$ cat src/rtl/cond_pkg.sv
// Shared condition-code encodings, flag bit positions and FSM state type
// for the conditional-execution unit.
package cond_pkg;

   localparam logic [3:0] COND_EQ = 4'h0;
   localparam logic [3:0] COND_NE = 4'h1;
   localparam logic [3:0] COND_CS = 4'h2;
   localparam logic [3:0] COND_CC = 4'h3;
   localparam logic [3:0] COND_MI = 4'h4;
   localparam logic [3:0] COND_PL = 4'h5;
   localparam logic [3:0] COND_VS = 4'h6;
   localparam logic [3:0] COND_VC = 4'h7;
   localparam logic [3:0] COND_HI = 4'h8;
   localparam logic [3:0] COND_LS = 4'h9;
   localparam logic [3:0] COND_GE = 4'hA;
   localparam logic [3:0] COND_LT = 4'hB;
   localparam logic [3:0] COND_GT = 4'hC;
   localparam logic [3:0] COND_LE = 4'hD;
   localparam logic [3:0] COND_AL = 4'hE;
   localparam logic [3:0] COND_NV = 4'hF;

   localparam int FLAG_C = 3;
   localparam int FLAG_N = 2;
   localparam int FLAG_V = 1;
   localparam int FLAG_Z = 0;

   typedef enum logic {
      IDLE   = 1'b0,
      ACTIVE = 1'b1
   } state_t;

endpackage

$ cat src/rtl/cond_exec_unit_if.sv
// Issue/flag/predicated-block bundle between the issue stage (master)
// and the conditional-execution unit (slave).
interface cond_exec_unit_if #(parameter int LANES = 2);

   logic             flag_we;
   logic [3:0]       flag_in;
   logic [LANES-1:0] issue_valid;
   logic [4*LANES-1:0] issue_cond;
   logic             it_start;
   logic [3:0]       it_cond;
   logic [2:0]       it_len;
   logic [3:0]       it_then;
   logic             flush;
   logic [LANES-1:0] pass;
   logic [LANES-1:0] pass_valid;
   logic [LANES-1:0] cond_undef;
   logic             it_active;
   logic             it_err;
   logic [3:0]       flags;

   modport master (
      output flag_we, flag_in, issue_valid, issue_cond,
      output it_start, it_cond, it_len, it_then, flush,
      input  pass, pass_valid, cond_undef, it_active, it_err, flags
   );

   modport slave (
      input  flag_we, flag_in, issue_valid, issue_cond,
      input  it_start, it_cond, it_len, it_then, flush,
      output pass, pass_valid, cond_undef, it_active, it_err, flags
   );

endinterface

$ cat src/rtl/cond_eval.sv
// Purely combinational evaluation of one 4-bit condition code against
// a CNVZ flag vector; code 1111 never passes and is flagged as undefined.
module cond_eval
   import cond_pkg::*;
(
   input  logic [3:0] cond,
   input  logic [3:0] flags,
   output logic       pass,
   output logic       undef
);

   logic c, n, v, z;

   assign c = flags[FLAG_C];
   assign n = flags[FLAG_N];
   assign v = flags[FLAG_V];
   assign z = flags[FLAG_Z];

   always_comb begin
      pass  = 1'b0;
      undef = 1'b0;
      case (cond)
         COND_EQ: pass = z;
         COND_NE: pass = !z;
         COND_CS: pass = c;
         COND_CC: pass = !c;
         COND_MI: pass = n;
         COND_PL: pass = !n;
         COND_VS: pass = v;
         COND_VC: pass = !v;
         COND_HI: pass = c & !z;
         COND_LS: pass = !c | z;
         COND_GE: pass = (n == v);
         COND_LT: pass = (n != v);
         COND_GT: pass = !z & (n == v);
         COND_LE: pass = z | (n != v);
         COND_AL: pass = 1'b1;
         COND_NV: undef = 1'b1;
      endcase
   end

endmodule

$ cat src/rtl/cond_exec_unit.sv
// Multi-lane condition evaluator with flag bypass and an IT-style
// predicated block that overrides lane conditions slot by slot.
module cond_exec_unit
   import cond_pkg::*;
#(
   parameter int LANES  = 2,
   parameter int IT_MAX = 4
) (
   input logic clk,
   input logic rst_n,
   cond_exec_unit_if.slave bus
);

   state_t           state_q, state_d;
   logic [2:0]       remain_q, remain_d;
   logic [3:0]       base_q, base_d;
   logic [3:0]       then_q, then_d;
   logic [3:0]       flags_q;
   logic [3:0]       eff_flags;
   logic [2:0]       used;
   logic             err_d;
   logic             start_bad;
   logic [3:0]       len_mask;
   logic [3:0]       lane_cond [LANES];
   logic [LANES-1:0] lane_pass, lane_undef;
   logic [LANES-1:0] pass_q, pass_valid_q, undef_q;
   logic             it_err_q;

   assign eff_flags = bus.flag_we ? bus.flag_in : flags_q;

   // A block whose base is AL may not contain else slots: AL with bit0
   // inverted would be the undefined code.
   always_comb begin
      len_mask = 4'b0000;
      for (int s = 0; s < 4; s++) begin
         if (s < int'(bus.it_len)) len_mask[s] = 1'b1;
      end
      start_bad = (bus.it_len == 3'd0) || (int'(bus.it_len) > IT_MAX)
                  || !bus.it_then[0] || (bus.it_cond == COND_NV)
                  || ((bus.it_cond == COND_AL) && ((~bus.it_then & len_mask) != 4'b0000));
   end

   always_comb begin
      state_d  = state_q;
      remain_d = remain_q;
      base_d   = base_q;
      then_d   = then_q;
      used     = 3'd0;
      err_d    = 1'b0;
      for (int i = 0; i < LANES; i++) lane_cond[i] = bus.issue_cond[4*i +: 4];
      if (bus.flush) begin
         state_d  = IDLE;
         remain_d = 3'd0;
      end else if (state_q == ACTIVE) begin
         for (int i = 0; i < LANES; i++) begin
            if (bus.issue_valid[i] && (used < remain_q)) begin
               lane_cond[i] = then_q[used[1:0]] ? base_q : {base_q[3:1], ~base_q[0]};
               used = used + 3'd1;
            end
         end
         remain_d = remain_q - used;
         then_d   = then_q >> used;
         if (remain_d == 3'd0) state_d = IDLE;
         err_d = bus.it_start;
      end else if (bus.it_start) begin
         if (start_bad) begin
            err_d = 1'b1;
         end else begin
            state_d  = ACTIVE;
            remain_d = bus.it_len;
            base_d   = bus.it_cond;
            then_d   = bus.it_then;
         end
      end
   end

   for (genvar g = 0; g < LANES; g++) begin : g_lane
      cond_eval u_eval (
         .cond  (lane_cond[g]),
         .flags (eff_flags),
         .pass  (lane_pass[g]),
         .undef (lane_undef[g])
      );
   end

   always_ff @(posedge clk or negedge rst_n) begin
      if (!rst_n) begin
         state_q      <= IDLE;
         remain_q     <= 3'd0;
         base_q       <= 4'd0;
         then_q       <= 4'd0;
         flags_q      <= 4'd0;
         it_err_q     <= 1'b0;
         pass_q       <= '0;
         pass_valid_q <= '0;
         undef_q      <= '0;
      end else begin
         state_q  <= state_d;
         remain_q <= remain_d;
         base_q   <= base_d;
         then_q   <= then_d;
         it_err_q <= err_d;
         if (bus.flag_we) flags_q <= bus.flag_in;
         pass_valid_q <= bus.flush ? '0 : bus.issue_valid;
         pass_q       <= bus.flush ? '0 : (bus.issue_valid & lane_pass);
         undef_q      <= bus.flush ? '0 : (bus.issue_valid & lane_undef);
      end
   end

   assign bus.pass       = pass_q;
   assign bus.pass_valid = pass_valid_q;
   assign bus.cond_undef = undef_q;
   assign bus.it_active  = (state_q == ACTIVE);
   assign bus.it_err     = it_err_q;
   assign bus.flags      = flags_q;

endmodule

$ cat src/flat_wrapper.sv
// flat-port wrapper written by rule: the top's interface ports become plain ports
module cond_exec_unit_flat import cond_pkg::*;
#(
   parameter int LANES  = 2,
   parameter int IT_MAX = 4
)
  (clk, rst_n, bus_flag_we, bus_flag_in, bus_issue_valid, bus_issue_cond, bus_it_start, bus_it_cond, bus_it_len, bus_it_then, bus_flush, bus_pass, bus_pass_valid, bus_cond_undef, bus_it_active, bus_it_err, bus_flags);
  cond_exec_unit_if #(.LANES(LANES)) bus_i ();
  input logic clk;
  input logic rst_n;
  input wire logic [$bits(bus_i.flag_we)-1:0] bus_flag_we;
  input wire logic [$bits(bus_i.flag_in)-1:0] bus_flag_in;
  input wire logic [$bits(bus_i.issue_valid)-1:0] bus_issue_valid;
  input wire logic [$bits(bus_i.issue_cond)-1:0] bus_issue_cond;
  input wire logic [$bits(bus_i.it_start)-1:0] bus_it_start;
  input wire logic [$bits(bus_i.it_cond)-1:0] bus_it_cond;
  input wire logic [$bits(bus_i.it_len)-1:0] bus_it_len;
  input wire logic [$bits(bus_i.it_then)-1:0] bus_it_then;
  input wire logic [$bits(bus_i.flush)-1:0] bus_flush;
  output wire logic [$bits(bus_i.pass)-1:0] bus_pass;
  output wire logic [$bits(bus_i.pass_valid)-1:0] bus_pass_valid;
  output wire logic [$bits(bus_i.cond_undef)-1:0] bus_cond_undef;
  output wire logic [$bits(bus_i.it_active)-1:0] bus_it_active;
  output wire logic [$bits(bus_i.it_err)-1:0] bus_it_err;
  output wire logic [$bits(bus_i.flags)-1:0] bus_flags;
  assign bus_i.flag_we = bus_flag_we;
  assign bus_i.flag_in = bus_flag_in;
  assign bus_i.issue_valid = bus_issue_valid;
  assign bus_i.issue_cond = bus_issue_cond;
  assign bus_i.it_start = bus_it_start;
  assign bus_i.it_cond = bus_it_cond;
  assign bus_i.it_len = bus_it_len;
  assign bus_i.it_then = bus_it_then;
  assign bus_i.flush = bus_flush;
  assign bus_pass = bus_i.pass;
  assign bus_pass_valid = bus_i.pass_valid;
  assign bus_cond_undef = bus_i.cond_undef;
  assign bus_it_active = bus_i.it_active;
  assign bus_it_err = bus_i.it_err;
  assign bus_flags = bus_i.flags;
  cond_exec_unit #(.LANES(LANES), .IT_MAX(IT_MAX)) u_core (.clk(clk), .rst_n(rst_n), .bus(bus_i));
endmodule
$ cat config.mk
export PLATFORM = sky130hd
export DESIGN_NAME = cond_exec_unit_flat
export DESIGN_NICKNAME = d
export VERILOG_FILES = /design/src/rtl/cond_pkg.sv /design/src/rtl/cond_exec_unit_if.sv /design/src/rtl/cond_eval.sv /design/src/rtl/cond_exec_unit.sv /design/src/flat_wrapper.sv
export SDC_FILE = /design/constraint.sdc
export NUM_CORES = 1
export LEC_CHECK = 0
export CAP_MARGIN = 15
export CORE_ASPECT_RATIO = 0.9
export CORE_UTILIZATION = 55
export CTS_BUF_LIST = sky130_fd_sc_hd__clkbuf_4 sky130_fd_sc_hd__clkbuf_8
export DETAILED_ROUTE_END_ITERATION = 10
export PLACE_DENSITY = 0.88
export RECOVER_POWER = 50
export SYNTH_ARGS = -nofsm -noshare
export SYNTH_HDL_FRONTEND = slang
export SYNTH_SLANG_ARGS = --single-unit
$ cat constraint.sdc
create_clock -name clk -period 7.8 [get_ports clk]
set_input_delay 2.34 -clock clk [delete_from_list [all_inputs] [get_ports clk]]
set_output_delay 2.34 -clock clk [all_outputs]
set_load 0.005 [all_outputs]
==> results of run 1 <==
[cells by family after synthesis]
kind of cell,after synthesis
flops,23
buf+inv,16
fa+ha+maj,4
simple gates,61
compound gates,41
mux,26
xor+xnor,5
[how the worst max path moves through the flow]
stage | cells after the start | from | to | slack, ps
floorplan | 9 | bus_issue_valid[0] | u_core.remain_q[1]$_DFFE_PN0P_ | 3510
finish | 8 | bus_flush | u_core.bus.pass[0]$_DFF_PN0_ | 2970
global route | 8 | bus_flush | u_core.bus.pass[0]$_DFF_PN0_ | 2840
CTS | 8 | bus_flush | u_core.bus.pass[0]$_DFF_PN0_ | 3060
global placement | 8 | bus_flush | u_core.bus.pass[0]$_DFF_PN0_ | 2840
detailed placement | 8 | bus_flush | u_core.bus.pass[0]$_DFF_PN0_ | 2720
[cells in the final DEF (no fill, tap or decap), types with 5 or more instances in the layout]
cell type	instances
inv_1	9
nor3b_1	5
nand2_1	10
mux2i_1	13
nand2b_1	6
mux2_1	9
dfrtp_1	23
nor2_1	13
clkdlybuf4s50_1	38
nand3_1	7
a21oi_1	7
[flip-flops by register name, summed over array words and instances, names as in the netlist, 2 cells and up]
signal                 flops
u_core.base_q              4
u_core.bus.cond_undef      2
u_core.bus.flags           4
u_core.bus.pass            2
u_core.bus.pass_valid      2
u_core.remain_q            3
u_core.then_q              4
[per-stage QoR]
step                      hold slack [ps]   util  total power, W  setup slack [ps]
after CTS                             550  0.756        0.000344              3060
final                                 549  0.757        0.000345              2970
after floorplan                       480      -        0.000239              3510
after detailed placement              522  0.746        0.000289              2720
after global routing                  579  0.757        0.000366              2840
after global placement                501  0.746        0.000281              2840
[worst max-delay path: cells and delay by family]
kind            cells  cell delay, ps
mux                 3             960
buf+inv             1             710
simple gates        1             350
compound gates      3             690
[routing by layer]
layer | vias to the layer above | wire length [µm] | GRT usage
li1 | 725 | - | -
met1 | 721 | 1850 | 0.384
met2 | 87 | 1940 | 0.451
met3 | 9 | 353 | 0.0638
met4 | 0 | 48 | 0.0417
met5 | - | 0 | 0
[where the power goes]
group          switching (W)  leakage [nW]  internal [W]
Clock              0.0000372        0.0177     0.0000192
Sequential         0.0000233         0.289      0.000138
Combinational      0.0000596         0.558     0.0000672
Total               0.000120         0.865      0.000224
[layout make-up]
type,instances,share of cell area
Timing Repair Buffer,42,0.193
Multi-Input combinational cell,137,0.487
Clock inverter,1,0.00233
Clock buffer,3,0.0105
Tap cell,40,0.0233
Inverter,9,0.0157
Sequential cell,23,0.268
==> results.py, run 1 <==
metrics = {
    "routing": {
        "ant_nets": 0,
        "avgRoutedWirePerCell_um": 16.5,
        "vias": 1542,
        "wirelength_um": 4200,
        "drtPass1Iterations": 5,
        "drt_iter0_markers": 75,
        "drc": 0,
        "via_per_inst": 6.05,
    },
    "synthesis": {
        "yosys_warnings": 0,
        "synthSimpleGateAreaFrac": 0.200,
        "synth_area_um2": 1700,
        "synth_edf_count": 0,
        "synth-adder-area-share": 0.0339,
        "synthMuxAreaShare": 0.178,
        "synthFlopType": "dfrtp_1",
        "synth_cells": 176,
        "syn_nets": 210,
        "ys_top_cells_by_area": "dfrtp_1, mux2i_1, mux2_1",
        "yosysTopAreaCell": "dfrtp_1",
        "synth_compound_area_frac": 0.180,
        "yosysUniqueCellTypes": 56,
        "synth_xor_xnor_area_share": 0.0258,
        "ys_ff_latch": 23,
        "ys_async_sr_fraction": 1.00,
        "yosysMostFrequentCell": "dfrtp_1",
        "syn_avg_cell_area_um2": 9.64,
        "synth_top_family_by_area": "simple AND/OR/NAND/NOR gates",
        "ys_seq_area_frac": 0.339,
        "synth_top_area_frac": 0.339,
        "ys_top_cells_by_count": "dfrtp_1, mux2i_1, nor2_1",
    },
    "critical_path": {
        "path_cells": "dlygate4sd3_1, and2b_1, o311a_1, mux2i_1, mux4_2, a32oi_1, o21ai_1, mux2i_1",
        "path_max_fanout": 13,
        "ff2ff_setup_slack_ps": 5100,
        "critical_path.slowest_cell": "dlygate4sd3_1",
        "crit_top_cell": "mux2i_1",
        "critPathMaxStageDelay_ps": 710,
        "cp.arrival_ps": 5050,
        "r2r_start": "u_core.remain_q[0]$_DFFE_PN0P_",
        "reg2reg_to": "u_core.remain_q[1]$_DFFE_PN0P_",
        "worstPathRequired_ps": 8020,
        "r2r_cells": 9,
        "end_kind": "register",
        "start_kind": "primary input",
        "worstSetupPathType": "in2reg",
    },
    "worst_hold_path": {
        "min-delay-start": "u_core.then_q[2]$_DFFE_PN0P_",
        "min_to": "u_core.then_q[2]$_DFFE_PN0P_",
        "hold_class": "reg2reg",
        "whs_path_depth": 1,
    },
    "power_and_ir_drop": {
        "vdd_drop_max_mv": 0.140,
        "power.density_nw_per_um2": 160,
        "power.leakage_nw": 0.865,
    },
    "sta": {
        "fmax_mhz": 207,
        "post-route-period-util": 0.619,
        "tns_ps": 0,
        "finalSetupViolCount": 0,
        "period_needed_ps": 4830,
        "max_slew_margin": 0.468,
        "tightestPinTransition_ps": 797,
        "finalClockSkew_ps": 2.99,
        "report.final.slew_viol_count": 0,
        "hold_viol": 0,
        "rsz0062_at_grt": "no",
    },
    "global_route": {
        "grt_pass1_vias": 1396,
        "antenna_found_initial": 0,
        "grt_max_degree": 24,
        "grt_overflow": 0,
        "grt_pass1_wl_um": 6620,
        "grtUsageTotal": 0.277,
    },
    "clock_tree": {
        "cts_tree": "done",
        "numCtsBuffers": 3,
        "cts.clk_slew.worst_paths_ps": 130,
        "htreeDepth": 1,
        "postCtsSetupRepairBufs": 0,
        "clk_path_buf_depth": 2,
        "clockRootBuffer": "clkbuf_4",
        "worstSkewPairLatency_ps": 310,
        "hold_buffers": 0,
        "clock_sinks": 23,
        "cts_resized": 0,
    },
    "floorplan": {
        "core_area_um2": 2840,
        "start_util": 0.598,
        "dieArea_um2": 3310,
        "fp-row-count": 18,
        "die_x_um": 60.5,
        "fp.dieH_um": 54.7,
        "ioPinCount": 42,
    },
    "flow_run": {
        "maxCapViolCount": 0,
    },
    "layout": {
        "regArea_um2": 576,
        "n_fill_cell": 215,
        "finalNetCount": 250,
        "n_antenna_cell": 0,
        "drive_gt1_frac": 0.0558,
        "area_delta_synth_final_pct": 26.6,
        "multi_input_area_um2": 1050,
        "post_layout_nonfiller_instances": 255,
        "finalInstanceArea_um2": 2150,
    },
    "place": {
        "portBuffers": 41,
        "place.detailed.hpwl_um": 3230,
        "placed_cell_area_um2": 2120,
        "dp.cells": 250,
        "place_congestion": 0.827,
    },
    "status": {
        "status": "complete, no violations",
    },
}
No activity file was read; power rests on OpenSTA's default activity.
==> run 2, diff against run 1 <==
--- a/config.mk
+++ b/config.mk
@@ -7,10 +7,10 @@
 export LEC_CHECK = 0
 export CAP_MARGIN = 15
 export CORE_ASPECT_RATIO = 0.9
-export CORE_UTILIZATION = 55
+export CORE_UTILIZATION = 51
 export CTS_BUF_LIST = sky130_fd_sc_hd__clkbuf_4 sky130_fd_sc_hd__clkbuf_8
 export DETAILED_ROUTE_END_ITERATION = 10
-export PLACE_DENSITY = 0.88
+export PLACE_DENSITY = 0.82
 export RECOVER_POWER = 50
 export SYNTH_ARGS = -nofsm -noshare
 export SYNTH_HDL_FRONTEND = slang
==> constraint.sdc (replaced) <==
create_clock -name clk -period 4.9 [get_ports clk]
set_input_delay 1.47 -clock clk [delete_from_list [all_inputs] [get_ports clk]]
set_output_delay 1.47 -clock clk [all_outputs]
set_load 0.005 [all_outputs]
==> results.py, run 2 (synthesis gave the netlist of run 1 again) <==
metrics = {
    "routing": {
        "avgRoutedWirePerCell_um": 16.0,
        "drc": 0,
        "drt_iter0_markers": 101,
        "wirelength_um": 4140,
        "ant_nets": 0,
        "highest_layer": "met4",
        "vias": 1512,
        "wl_met1_um": 2060,
        "via_per_inst": 5.86,
        "drtPass1Iterations": 4,
        "wl_met3_um": 225,
        "dr_wl_met2_um": 1800,
    },
    "layout": {
        "drive_gt1_frac": 0.0602,
        "area_delta_synth_final_pct": 28.5,
        "layout_commonest_cell": "clkdlybuf4s50_1",
        "n_antenna_cell": 0,
        "layout_common_cells": "clkdlybuf4s50_1, dfrtp_1, mux2i_1, nor2_1, nand2_1",
        "finalNetCount": 251,
    },
    "critical_path": {
        "start_kind": "primary input",
        "cp_top_family": "multiplexers",
        "critical_path.slowest_cell": "dlygate4sd3_1",
        "crit_top_cell": "mux2i_1",
        "path_cells": "dlygate4sd3_1, and2b_1, o311a_1, mux2i_1, mux4_2, a32oi_1, o21ai_1, mux2i_1",
        "end_kind": "register",
        "cp.arrival_ps": 4140,
        "critPathBufInv": 1,
        "worstSetupPathType": "in2reg",
        "critPathMaxStageDelay_ps": 700,
        "worstPathRequired_ps": 5050,
        "path_max_fanout": 13,
    },
    "clock_tree": {
        "cts_tree": "done",
        "postCtsSetupRepairBufs": 0,
        "hold_buffers": 0,
        "worstSkewPairLatency_ps": 260,
        "cts_resized": 0,
        "clockRootBuffer": "clkbuf_8",
        "clock_sinks": 23,
        "numCtsBuffers": 3,
        "clk_path_buf_depth": 2,
        "cts.clk_slew.worst_paths_ps": 80,
        "htreeDepth": 1,
    },
    "floorplan": {
        "core_area_um2": 3110,
        "dieArea_um2": 3560,
        "fp.dieH_um": 56.7,
        "fp-row-count": 19,
        "die_x_um": 62.8,
        "start_util": 0.545,
        "ioPinCount": 42,
    },
    "sta": {
        "hold_viol": 0,
        "rsz0062_at_grt": "no",
        "finalClockSkew_ps": 4.69,
        "post-route-period-util": 0.815,
        "worst_slack_ps": 906,
        "fmax_mhz": 250,
        "finalSetupViolCount": 0,
        "tns_ps": 0,
        "period_needed_ps": 3990,
        "report.final.slew_viol_count": 0,
        "tightestPinTransition_ps": 1090,
        "max_slew_margin": 0.273,
    },
    "global_route": {
        "grt_pass1_vias": 1504,
        "antenna_found_initial": 0,
        "grt_max_degree": 24,
        "grtUsageTotal": 0.249,
        "grt_pass1_wl_um": 6980,
        "grt_overflow": 0,
    },
    "power_and_ir_drop": {
        "vdd_drop_max_mv": 0.272,
        "power.density_nw_per_um2": 265,
        "power.leakage_nw": 0.879,
    },
    "flow_run": {
        "maxCapViolCount": 0,
    },
    "status": {
        "status": "complete, no violations",
    },
    "place": {
        "dpl_worst_slack_ps": 732,
        "portBuffers": 41,
        "place_congestion": 0.851,
        "place.detailed.hpwl_um": 3200,
    },
    "worst_hold_path": {
        "hold_class": "reg2reg",
    },
}
run 2: changes by cell type in the layout (fill, tap and decap cells not counted), sizes merged:
cell	delta
clkbuf	+1
clkinv	-1
buf	+1
run 2: cell type report:
| cell class | count | area (µm²) |
|---|---|---|
| inverter | 9 | 33.8 |
| tap | 42 | 52.6 |
| sequential | 23 | 576 |
| multi-input combinational | 137 | 1050 |
| fill | 250 | 935 |
| timing repair buffer | 43 | 422 |
| clock buffer | 4 | 48.8 |
run 2: path summary, 6_finish.rpt:
path,from,cells past startpoint,slack (ps),to
min,u_core.then_q[2]$_DFFE_PN0P_,1,520,u_core.then_q[2]$_DFFE_PN0P_
max reg2reg,u_core.remain_q[0]$_DFFE_PN0P_,9,2230,u_core.remain_q[1]$_DFFE_PN0P_
max,bus_flush,8,910,u_core.bus.pass[0]$_DFF_PN0_
min in group asynchronous,rst_n,1,1450,u_core.bus.flags[2]$_DFF_PN0_
min reg2reg,u_core.then_q[2]$_DFFE_PN0P_,1,520,u_core.then_q[2]$_DFFE_PN0P_
max in group asynchronous,rst_n,2,2220,u_core.bus.flags[0]$_DFF_PN0_
run 2: metal layers:
| layer | track usage | vias to the layer above |
|---|---|---|
| li1 | - | 725 |
| met1 | 0.359 | 717 |
| met2 | 0.360 | 62 |
| met3 | 0.0528 | 8 |
| met4 | 0.0963 | 0 |
| met5 | 0 | - |
run 2: per-stage QoR:
stage / hold WS, ps / total power [W] / utilization / cells / instance area, µm²
finish: 523 / 0.000578 / 0.700 / 258 / 2180
global route: 559 / 0.000614 / 0.700 / 258 / 2180
CTS: 527 / 0.000579 / 0.699 / 257 / 2180
detailed placement: 509 / 0.000460 / 0.683 / 253 / 2130
global placement: 509 / 0.000451 / 0.683 / 253 / 2130
floorplan: 480 / 0.000381 / - / 176 / 1700
run 2: power by group:
part / switching [W] / internal (W)
registers: 0.0000390 / 0.000220
clock network: 0.0000547 / 0.0000634
logic: 0.0000942 / 0.000107
total: 0.000188 / 0.000390
